--- src/rtl/pipeline_stall_ctrl.sv ---
// ID-stage sequencer: per-stage load/flush enables for a 5-stage pipeline with
// priority memory wait > branch flush > data-hazard stall, plus timeout/deadlock detection.
module pipeline_stall_ctrl #(
  parameter int MEM_TIMEOUT = 15,
  parameter int HAZARD_MAX  = 3,
  parameter int CNT_W       = 16
) (
  input  logic             clock,
  input  logic             reset,
  input  logic             data_hazard,
  input  logic             branch_taken,
  input  logic             mem_req,
  input  logic             mem_ready,
  output logic             pc_load,
  output logic             if_id_load,
  output logic             if_id_flush,
  output logic             id_ex_load,
  output logic             id_ex_flush,
  output logic             ex_mem_load,
  output logic             mem_wb_flush,
  output logic [1:0]       err,
  output logic [CNT_W-1:0] stall_cycles,
  output logic [CNT_W-1:0] flush_count
);

  localparam int WAIT_W = $clog2(MEM_TIMEOUT + 1);
  localparam int HZ_W   = $clog2(HAZARD_MAX + 1);
  localparam logic [WAIT_W-1:0] WAIT_LIMIT = WAIT_W'(MEM_TIMEOUT);
  localparam logic [HZ_W-1:0]   HZ_LIMIT   = HZ_W'(HAZARD_MAX - 1);

  typedef enum logic [1:0] {
    RUN      = 2'b00,
    MEM_WAIT = 2'b01,
    ERROR    = 2'b10
  } state_t;

  state_t            state_r, state_s;
  logic [WAIT_W-1:0] wait_cnt_r, wait_cnt_s;
  logic [HZ_W-1:0]   hz_cnt_r, hz_cnt_s;
  logic [1:0]        err_r, err_s;
  logic              flush_inc_s;
  logic [CNT_W-1:0]  stall_cnt_r, flush_cnt_r;

  function automatic logic [CNT_W-1:0] sat_inc(input logic [CNT_W-1:0] value);
    return (&value) ? value : value + {{(CNT_W-1){1'b0}}, 1'b1};
  endfunction

  // Next-state, internal counters and combinational stage enables
  always_comb begin
    pc_load      = 1'b0;
    if_id_load   = 1'b0;
    if_id_flush  = 1'b0;
    id_ex_load   = 1'b0;
    id_ex_flush  = 1'b0;
    ex_mem_load  = 1'b0;
    mem_wb_flush = 1'b0;
    state_s      = state_r;
    wait_cnt_s   = wait_cnt_r;
    hz_cnt_s     = hz_cnt_r;
    err_s        = err_r;
    flush_inc_s  = 1'b0;
    if (!reset) begin
      if_id_flush  = 1'b1;
      id_ex_flush  = 1'b1;
      mem_wb_flush = 1'b1;
    end else begin
      case (state_r)
        RUN: begin
          if (mem_req && !mem_ready) begin
            mem_wb_flush = 1'b1;
            state_s      = MEM_WAIT;
            wait_cnt_s   = WAIT_W'(1);
          end else if (branch_taken) begin
            pc_load     = 1'b1;
            if_id_load  = 1'b1;
            id_ex_load  = 1'b1;
            ex_mem_load = 1'b1;
            if_id_flush = 1'b1;
            id_ex_flush = 1'b1;
            flush_inc_s = 1'b1;
            hz_cnt_s    = {HZ_W{1'b0}};
          end else if (data_hazard) begin
            id_ex_flush = 1'b1;
            id_ex_load  = 1'b1;
            ex_mem_load = 1'b1;
            hz_cnt_s    = hz_cnt_r + HZ_W'(1);
            if (hz_cnt_r == HZ_LIMIT) begin
              err_s   = 2'b10;
              state_s = ERROR;
            end else begin
              state_s = RUN;
            end
          end else begin
            pc_load     = 1'b1;
            if_id_load  = 1'b1;
            id_ex_load  = 1'b1;
            ex_mem_load = 1'b1;
            hz_cnt_s    = {HZ_W{1'b0}};
          end
        end
        MEM_WAIT: begin
          if (mem_ready) begin
            pc_load     = 1'b1;
            if_id_load  = 1'b1;
            id_ex_load  = 1'b1;
            ex_mem_load = 1'b1;
            state_s     = RUN;
            wait_cnt_s  = {WAIT_W{1'b0}};
          end else begin
            mem_wb_flush = 1'b1;
            if (wait_cnt_r == WAIT_LIMIT) begin
              err_s   = 2'b01;
              state_s = ERROR;
            end else begin
              wait_cnt_s = wait_cnt_r + WAIT_W'(1);
            end
          end
        end
        ERROR: begin
          state_s = ERROR;
        end
        default: begin
          // An illegal encoding freezes the pipeline until reset
          state_s = ERROR;
        end
      endcase
    end
  end

  // State, sticky error and saturating performance counters
  always_ff @(posedge clock) begin
    if (!reset) begin
      state_r     <= RUN;
      wait_cnt_r  <= {WAIT_W{1'b0}};
      hz_cnt_r    <= {HZ_W{1'b0}};
      err_r       <= 2'b00;
      stall_cnt_r <= {CNT_W{1'b0}};
      flush_cnt_r <= {CNT_W{1'b0}};
    end else begin
      state_r    <= state_s;
      wait_cnt_r <= wait_cnt_s;
      hz_cnt_r   <= hz_cnt_s;
      err_r      <= err_s;
      if (!pc_load) begin
        stall_cnt_r <= sat_inc(stall_cnt_r);
      end
      if (flush_inc_s) begin
        flush_cnt_r <= sat_inc(flush_cnt_r);
      end
    end
  end

  assign err          = err_r;
  assign stall_cycles = stall_cnt_r;
  assign flush_count  = flush_cnt_r;

endmodule
--- config.mk ---
export PLATFORM = sky130hd
export DESIGN_NAME = pipeline_stall_ctrl
export DESIGN_NICKNAME = d
export VERILOG_FILES = /design/src/rtl/pipeline_stall_ctrl.sv
export SDC_FILE = /design/constraint.sdc
export NUM_CORES = 1
export LEC_CHECK = 0
export ABC_AREA = 1
export CAP_MARGIN = 20
export CORE_AREA = 2 2 74 76
export DETAILED_ROUTE_END_ITERATION = 6
export DIE_AREA = 0 0 76 78
export GPL_ROUTABILITY_DRIVEN = 0
export PLACE_DENSITY_LB_ADDON = 0.3
export SYNTH_ARGS = -nofsm -noshare
export SYNTH_HDL_FRONTEND = slang
export SYNTH_SLANG_ARGS = --single-unit
--- constraint.sdc ---
create_clock -name clock -period 2.4 [get_ports clock]
set_input_delay 0.24 -clock clock [delete_from_list [all_inputs] [get_ports clock]]
set_output_delay 0.24 -clock clock [all_outputs]
set_load 0.05 [all_outputs]
# Yosys cells after proc, flatten, opt, wreduce, memory -nomap -nowiden
# Index checks and enable logic that the tools add are counted.
word_totals:
  regBits: 42
  latch_bits: 0
  ramBits: 0
  mem_bits_ro: 0
  input_bits: 6
  out_inout_bits: 41
  wordCells: 83
  n_memories: 0
classes:
  addsub: 4
  mul: 0
  div: 0
  n_lt_le_gt_ge: 0
  eq_ne: 14
  shifts: 0
  mux: 43
  bitwise: 4
  n_reduce_logical: 12
op_table:
  columns: ["op", "n"]
  rows:
  - ["16-bit by 1-bit adder with 16-bit output, second input constant", 2]
  - ["16-bit AND reduction", 2]
  - ["2-bit 2-to-1 mux", 14]
  - ["1-bit 2-to-1 mux", 20]
  - ["2-bit != test, second input constant", 7]
  - ["4-bit 2-to-1 mux", 3]
  - ["3-bit != test, second input constant", 4]
  - ["2-bit one-hot mux with 2 select lines", 2]
  - ["4-bit one-hot mux with 2 select lines", 1]
  - ["7-bit AND reduction", 1]
  - ["1-bit one-hot mux with 2 select lines", 3]
  - ["2-bit AND reduction", 3]
  - ["3-bit AND reduction", 2]
  - ["4-bit by 1-bit adder with 4-bit output, second input constant", 1]
  - ["4-bit equality test, second input constant", 1]
  - ["1-bit inverter", 4]
  - ["2-bit by 1-bit adder with 2-bit output, second input constant", 1]
  - ["2-bit by 1-bit equality test with 1-bit output, second input constant", 1]
  - ["2-bit equality test, second input constant", 1]
  - ["2-bit zero test", 1]
  - ["2-bit nonzero test", 1]
  - ["1-bit logical AND", 1]
  - ["1-bit zero test", 1]

# Longest topological paths before layout
# Gate-level depths: netlist (run 1).
depth:
  ltp_word: 7
  ltp_mapped: 11

# Least setup slack after synthesis (run 1)
# No wires, ideal clock.
synth_path:
  kind: "input to output"
  startpoint: "input port reset"
  endpoint: "output port id_ex_load"
  arrival_ns: 1.943
  path_slack_ns: 0.217
  path_stages: 5
  cell_sequence: "buf_2 > clkinv_1 > clkbuf_1 > a21oi_1 > buf_4"
synth_between:
  elab_chain_cells: 1
synth_lines:
  columns: ["element", "line", "rtl"]
  rows:
  - ["start, declared", "9", "input logic reset,"]
  - ["1-bit 2-to-1 mux", null, null]
  - ["end, declared", "17", "output logic id_ex_load,"]
# No other way between the ends.

# Final worst setup path (run 1)
layout_path:
  startpoint: "input port branch_taken"
  endpoint: "output port if_id_load"
layout_between:
  elab_chain_cells: 4
layout_lines:
  columns: ["element", "line", "rtl"]
  rows:
  - ["start, declared", "11", "input logic branch_taken,"]
  - ["1-bit 2-to-1 mux", "73", "end else if (branch_taken) begin"]
  - ["1-bit 2-to-1 mux", "69", "if (mem_req && !mem_ready) begin"]
  - ["1-bit one-hot mux with 2 select lines", "67", "case (state_r)"]
  - ["1-bit 2-to-1 mux", "62", "if (!reset) begin"]
  - ["end, declared", "15", "output logic if_id_load,"]
# No other way between the ends.

==> results of run 1 <==
[final timing paths]
check | endpoint | start | slack (ns) | depth (start not counted)
max | if_id_load | branch_taken | 0.45 | 8
min | err[1]$_SDFFE_PN0P_ | err[1]$_SDFFE_PN0P_ | 0.45 | 2
max reg2reg | flush_count[3]$_SDFFE_PN0P_ | flush_count[0]$_SDFFE_PN0P_ | 0.46 | 10
min reg2reg | err[1]$_SDFFE_PN0P_ | err[1]$_SDFFE_PN0P_ | 0.45 | 2
[state kept, by name (all words and copies together), names as in the netlist]
| register | flops |
|---|---|
| state_r | 2 |
| wait_cnt_r | 4 |
| flush_count | 16 |
| stall_cycles | 16 |
| hz_cnt_r | 2 |
| err | 2 |
[area by class of cell]
type                            instances  area, µm²  area share
Clock buffer                            7       76.3      0.0244
Inverter                               38        148      0.0472
Multi-Input combinational cell        291       1440       0.458
Sequential cell                        42        841       0.269
Tap cell                               70       87.6      0.0280
Timing Repair Buffer                   51        543       0.173
[placed cells by master (no fill, tap or decap), types with 7 or more instances in the layout]
master,n
sky130_fd_sc_hd__o21ai_0,8
sky130_fd_sc_hd__inv_1,34
sky130_fd_sc_hd__buf_4,7
sky130_fd_sc_hd__dfxtp_1,42
sky130_fd_sc_hd__nand3_1,29
sky130_fd_sc_hd__xor2_1,7
sky130_fd_sc_hd__nand2_1,119
sky130_fd_sc_hd__nor2_1,57
sky130_fd_sc_hd__clkdlybuf4s50_1,39
sky130_fd_sc_hd__a21oi_1,19
sky130_fd_sc_hd__nand2_2,9
sky130_fd_sc_hd__a21oi_2,10
[layer usage]
| layer | up-vias | track usage | wire, µm |
|---|---|---|---|
| met3 | 6 | 0.0477 | 244 |
| met5 | - | 0 | 0 |
| met1 | 1119 | 0.249 | 2770 |
| met4 | 0 | 0.0455 | 48 |
| li1 | 1300 | - | - |
| met2 | 47 | 0.361 | 2730 |
[cells by family (layout without fill, tap and decap cells)]
group	after synthesis	count (layout)	synth area share
xor+xnor	9	9	0.0315
compound gates	40	40	0.0989
simple gates	238	238	0.422
fa+ha+maj	4	4	0.0200
flops	42	42	0.335
buf+inv	49	96	0.0919
[per-stage QoR]
| step | instance area (µm²) | util |
|---|---|---|
| 5_1_grt | 3130 | 0.621 |
| 4_1_cts | 3130 | 0.621 |
| 2_1_floorplan | 2510 | - |
| 3_3_place_gp | 3050 | 0.606 |
| 3_5_place_dp | 3050 | 0.606 |
| 6_report | 3130 | 0.621 |
[critical path: stages]
cell and delay [ns]:
sky130_fd_sc_hd__clkdlybuf4s50_1 0.54, sky130_fd_sc_hd__inv_1 0.07, sky130_fd_sc_hd__nand2_1 0.11, sky130_fd_sc_hd__nand3_1 0.12, sky130_fd_sc_hd__nand2_2 0.10, sky130_fd_sc_hd__nand2_2 0.15, sky130_fd_sc_hd__inv_1 0.21, sky130_fd_sc_hd__buf_12 0.16
[where the power goes]
| part | switching (µW) | internal (µW) |
|---|---|---|
| clock | 237 | 201 |
| combinational | 251 | 134 |
| sequential | 29.0 | 722 |
| total | 518 | 1060 |
==> results.toml, run 1 <==
[routing]
dr.first_iter.drc_count = 167
drcViolationCount = 0
ant_nets = 0
vias = 2472
drt-wirelength-per-cell_um = 11.6
postRouteWirelength_um = 5790
firstDrtPassIters = 5
vias_per_cell = 4.95

[synth]
most_common_cell_in_the_synthesized_netlist = "sky130_fd_sc_hd__nand2_1"
synth_edf_count = 0
synth.ff_latch_count = 42
yosys.area.top_type_share = 0.335
asyncSetResetFlopFracSynth = 0
netlist_instances = 382
syn-cell-area_mm2 = 0.00251
yosysUniqueCellTypes = 33
synth_common_cells = "119 x sky130_fd_sc_hd__nand2_1, 57 x sky130_fd_sc_hd__nor2_1, 42 x sky130_fd_sc_hd__dfxtp_1, 34 x sky130_fd_sc_hd__inv_1, 29 x sky130_fd_sc_hd__nand3_1"
most_area_consuming_cells_after_synthesis = "sky130_fd_sc_hd__dfxtp_1 34%, sky130_fd_sc_hd__nand2_1 18%, sky130_fd_sc_hd__nor2_1 8.5%"
yosys_warnings = 0
synth.yosys.seq_area_share = 0.335
ys_dominant_reg_cell = "sky130_fd_sc_hd__dfxtp_1"
postSynthAreaPerCell_um2 = 6.56
synth.largest_area_cell = "sky130_fd_sc_hd__dfxtp_1"
syn_nets = 392

[cts]
cts_hold_buffers = 0
cts_resized = 0
ctsLongestPathBuffers = 2
htree_levels = 2
cts_setup_buffers = 0
cts_root_buf = "sky130_fd_sc_hd__clkbuf_8"
clock_latency_ns = 0.29
cts.clk_slew.worst_paths_ns = 0.07
numCtsBuffers = 5
cts_tree = "done"
cts.sink_count = 42

[die]
core.rowCount = 26
die_area_mm2 = 0.00593
chipWidth_um = 76
io_pins = 47
floorplan.die.height_um = 78
initial_core_util = 0.497
core_region_area_mm2 = 0.00504

[finish]
layout-drive-gt1-share = 0.119
area_growth_pct = 24.9
number_of_standard_cells_in_the_final_layout_excluding_fillers = 499
fillerInstances = 488
antenna-diode-count = 0
final_net_count = 439

[place]
number_of_buffers_inserted_by_port_buffering = 46
dp.final_hpwl_um = 4300
dpl_worst_slack_ns = 0.420
placed_instances = 492

[power_and_ir_drop]
vdd_drop_max_uv = 226
finalPower_uw = 1570
areal_power_density_over_the_cells_mw_per_mm2 = 503
leakagePower_uw = 0.00122

[timing]
setup-violations-final = 0
finalWorstSetupSlack_ns = 0.447
finalClockSkew_ns = 0.00266
timing.final.crit_share = 0.814
totalNegativeSetupSlack_ns = 0
final_max_slew_viol_count = 0
final.hold.worst_slack_ns = 0.450
max_freq_mhz = 512
tightestPinTransition_ns = 0.513
maxSlewHeadroom = 0.657
timing.final.crit_period_ns = 1.95
rsz_0062_raised_after_global_routing = "no"
final_hold_viol_count = 0

[global_routing]
grt_max_degree = 26
grt_first_pass_wirelength_um = 9830
grt_pass1_vias = 2268
grt-ovfl-total = 0
antenna_found_initial = 0
globalRouteTotalUtil = 0.203

[worst_setup_path]
critPathMaxFanout = 10
timing.critical_path.to_type = "primary output"
worst_setup_path_start_kind = "primary input"
cp.arrival_ns = 1.71
cp_data_required_time_ns = 2.16
setup.worst_path.class = "primary input to primary output"

[worst_hold_path]
min_path_type = "flop to flop"

[status]
status = "completed"

[run]
drv.max_cap_violation_count = 0
Note: power is estimated with default switching activity, not from simulation.
==> inputs of run 2 (changes only) <==
==> constraint.sdc (replaced) <==
create_clock -name clock -period 1.85 [get_ports clock]
set_input_delay 0.185 -clock clock [delete_from_list [all_inputs] [get_ports clock]]
set_output_delay 0.185 -clock clock [all_outputs]
set_load 0.05 [all_outputs]
==> results.toml, run 2 (synthesized netlist as in run 1, its figures left out) <==
[global_routing]
globalRouteTotalUtil = 0.196
antenna_found_initial = 0
grt_pass1_vias = 2175
grt_max_degree = 26
grt_first_pass_wirelength_um = 9720
grt-ovfl-total = 0

[timing]
finalClockSkew_ns = 0.00353
totalNegativeSetupSlack_ns = 0
timing.final.crit_period_ns = 1.78
maxSlewHeadroom = 0.661
final_max_slew_viol_count = 0
finalWorstSetupSlack_ns = 0.0657
rsz_0062_raised_after_global_routing = "no"
setup-violations-final = 0
tightestPinTransition_ns = 0.507
max_freq_mhz = 560
timing.final.crit_share = 0.964
final_hold_viol_count = 0

[die]
core.rowCount = 26
chipWidth_um = 76
initial_core_util = 0.497
die_area_mm2 = 0.00593
core_region_area_mm2 = 0.00504
io_pins = 47
floorplan.die.height_um = 78

[routing]
postRouteWirelength_um = 5610
vias = 2488
firstDrtPassIters = 4
dr.first_iter.drc_count = 128
drcViolationCount = 0
vias_per_cell = 4.95
ant_nets = 0
drt-met1-wl_um = 2540
route.met3.wl_um = 242
routed-wl-met2_um = 2780
topRoutingLayerUsed = "met4"
drt-wirelength-per-cell_um = 11.2

[worst_setup_path]
critPathMaxFanout = 6
worstPathBufferInverterCount = 1
cp.arrival_ns = 1.60
cp_data_required_time_ns = 1.66
slowest_cell_on_the_critical_path = "sky130_fd_sc_hd__clkdlybuf4s50_1"
worst_setup_path_start_kind = "flop"
critPathTopFamily = "buffers and inverters"
reg2regPathDepth = 9
setup.worst_path.class = "flop to primary output"
ordered_list_of_cells_on_the_worst_path = "clkdlybuf4s50_1"
timing.critical_path.to_type = "primary output"
critical_path_depth = 1
cp_max_stage_delay_ns = 0.86

[finish]
final_net_count = 442
final_common_cell = "sky130_fd_sc_hd__nand2_1"
fillerInstances = 499
area_growth_pct = 26.8
number_of_standard_cells_in_the_final_layout_excluding_fillers = 503
layout_common_cells = "119 x sky130_fd_sc_hd__nand2_1, 57 x sky130_fd_sc_hd__nor2_1, 39 x sky130_fd_sc_hd__dfxtp_1"
layout.core_utilization = 0.630
layout-drive-gt1-share = 0.143
antenna-diode-count = 0

[cts]
cts.sink_count = 42
clock_latency_ns = 0.29
cts.clk_slew.worst_paths_ns = 0.08
ctsLongestPathBuffers = 2
numCtsBuffers = 5
cts_tree = "done"
cts_hold_buffers = 0
cts_root_buf = "sky130_fd_sc_hd__clkbuf_8"
htree_levels = 2

[place]
dpl_worst_slack_ns = 0.0595
dp.final_hpwl_um = 4170
number_of_buffers_inserted_by_port_buffering = 46
placed_instances = 495

[power_and_ir_drop]
finalPower_uw = 2100
areal_power_density_over_the_cells_mw_per_mm2 = 660
leakagePower_uw = 0.00125
vdd_drop_max_uv = 296

[run]
drv.max_cap_violation_count = 0

[worst_hold_path]
hold_depth = 2
min_path_type = "flop to flop"

[status]
status = "completed"
run 2: report_power, final:
group / leakage (µW) / internal [µW] / switching (µW)
registers: 0.000341 / 939 / 37.7
logic: 0.000860 / 182 / 328
clock network: 0.0000482 / 301 / 309
run 2: through the flow:
stage          cell area (µm²)  hold slack (ns)
6_report                  3180            0.451
4_1_cts                   3170            0.456
2_1_floorplan             2510            0.392
3_3_place_gp              3080            0.436
5_1_grt                   3180            0.492
3_5_place_dp              3080            0.444
run 2: worst min-delay path, stage by stage, from the launching register on:
cell and delay (ns):
sky130_fd_sc_hd__dfxtp_1 0.31, sky130_fd_sc_hd__inv_1 0.05, sky130_fd_sc_hd__a21oi_1 0.05
run 2: final cells by class:
cell class              instances  area, µm²  area share
clock inverters                 1       5.00     0.00157
clock buffers                   7       86.3      0.0272
multi-input cells             291       1440       0.454
inverters                      38        148      0.0465
flip-flops and latches         42        845       0.266
repair buffers                 54        563       0.177
well taps                      70       87.6      0.0276
run 2: final timing paths:
| path | start | endpoint | slack, ns |
|---|---|---|---|
| max | flush_count[10]$_SDFFE_PN0P_ | flush_count[10] | 0.07 |
| min reg2reg | err[1]$_SDFFE_PN0P_ | err[1]$_SDFFE_PN0P_ | 0.45 |
| max reg2reg | flush_count[0]$_SDFFE_PN0P_ | flush_count[7]$_SDFFE_PN0P_ | 0.19 |
| min | err[1]$_SDFFE_PN0P_ | err[1]$_SDFFE_PN0P_ | 0.45 |
run 2: repair_timing:
action | 4_1_cts | 5_1_grt
buffers inserted | 0 | 0
resized for setup | 0 | 2
setup endpoints to repair | 0 | 2
run 2: per-layer routing:
| metal | up-vias | global-route usage |
|---|---|---|
| met3 | 6 | 0.0407 |
| met2 | 47 | 0.358 |
| met5 | - | 0 |
| li1 | 1302 | - |
| met1 | 1133 | 0.237 |
| met4 | 0 | 0.0455 |
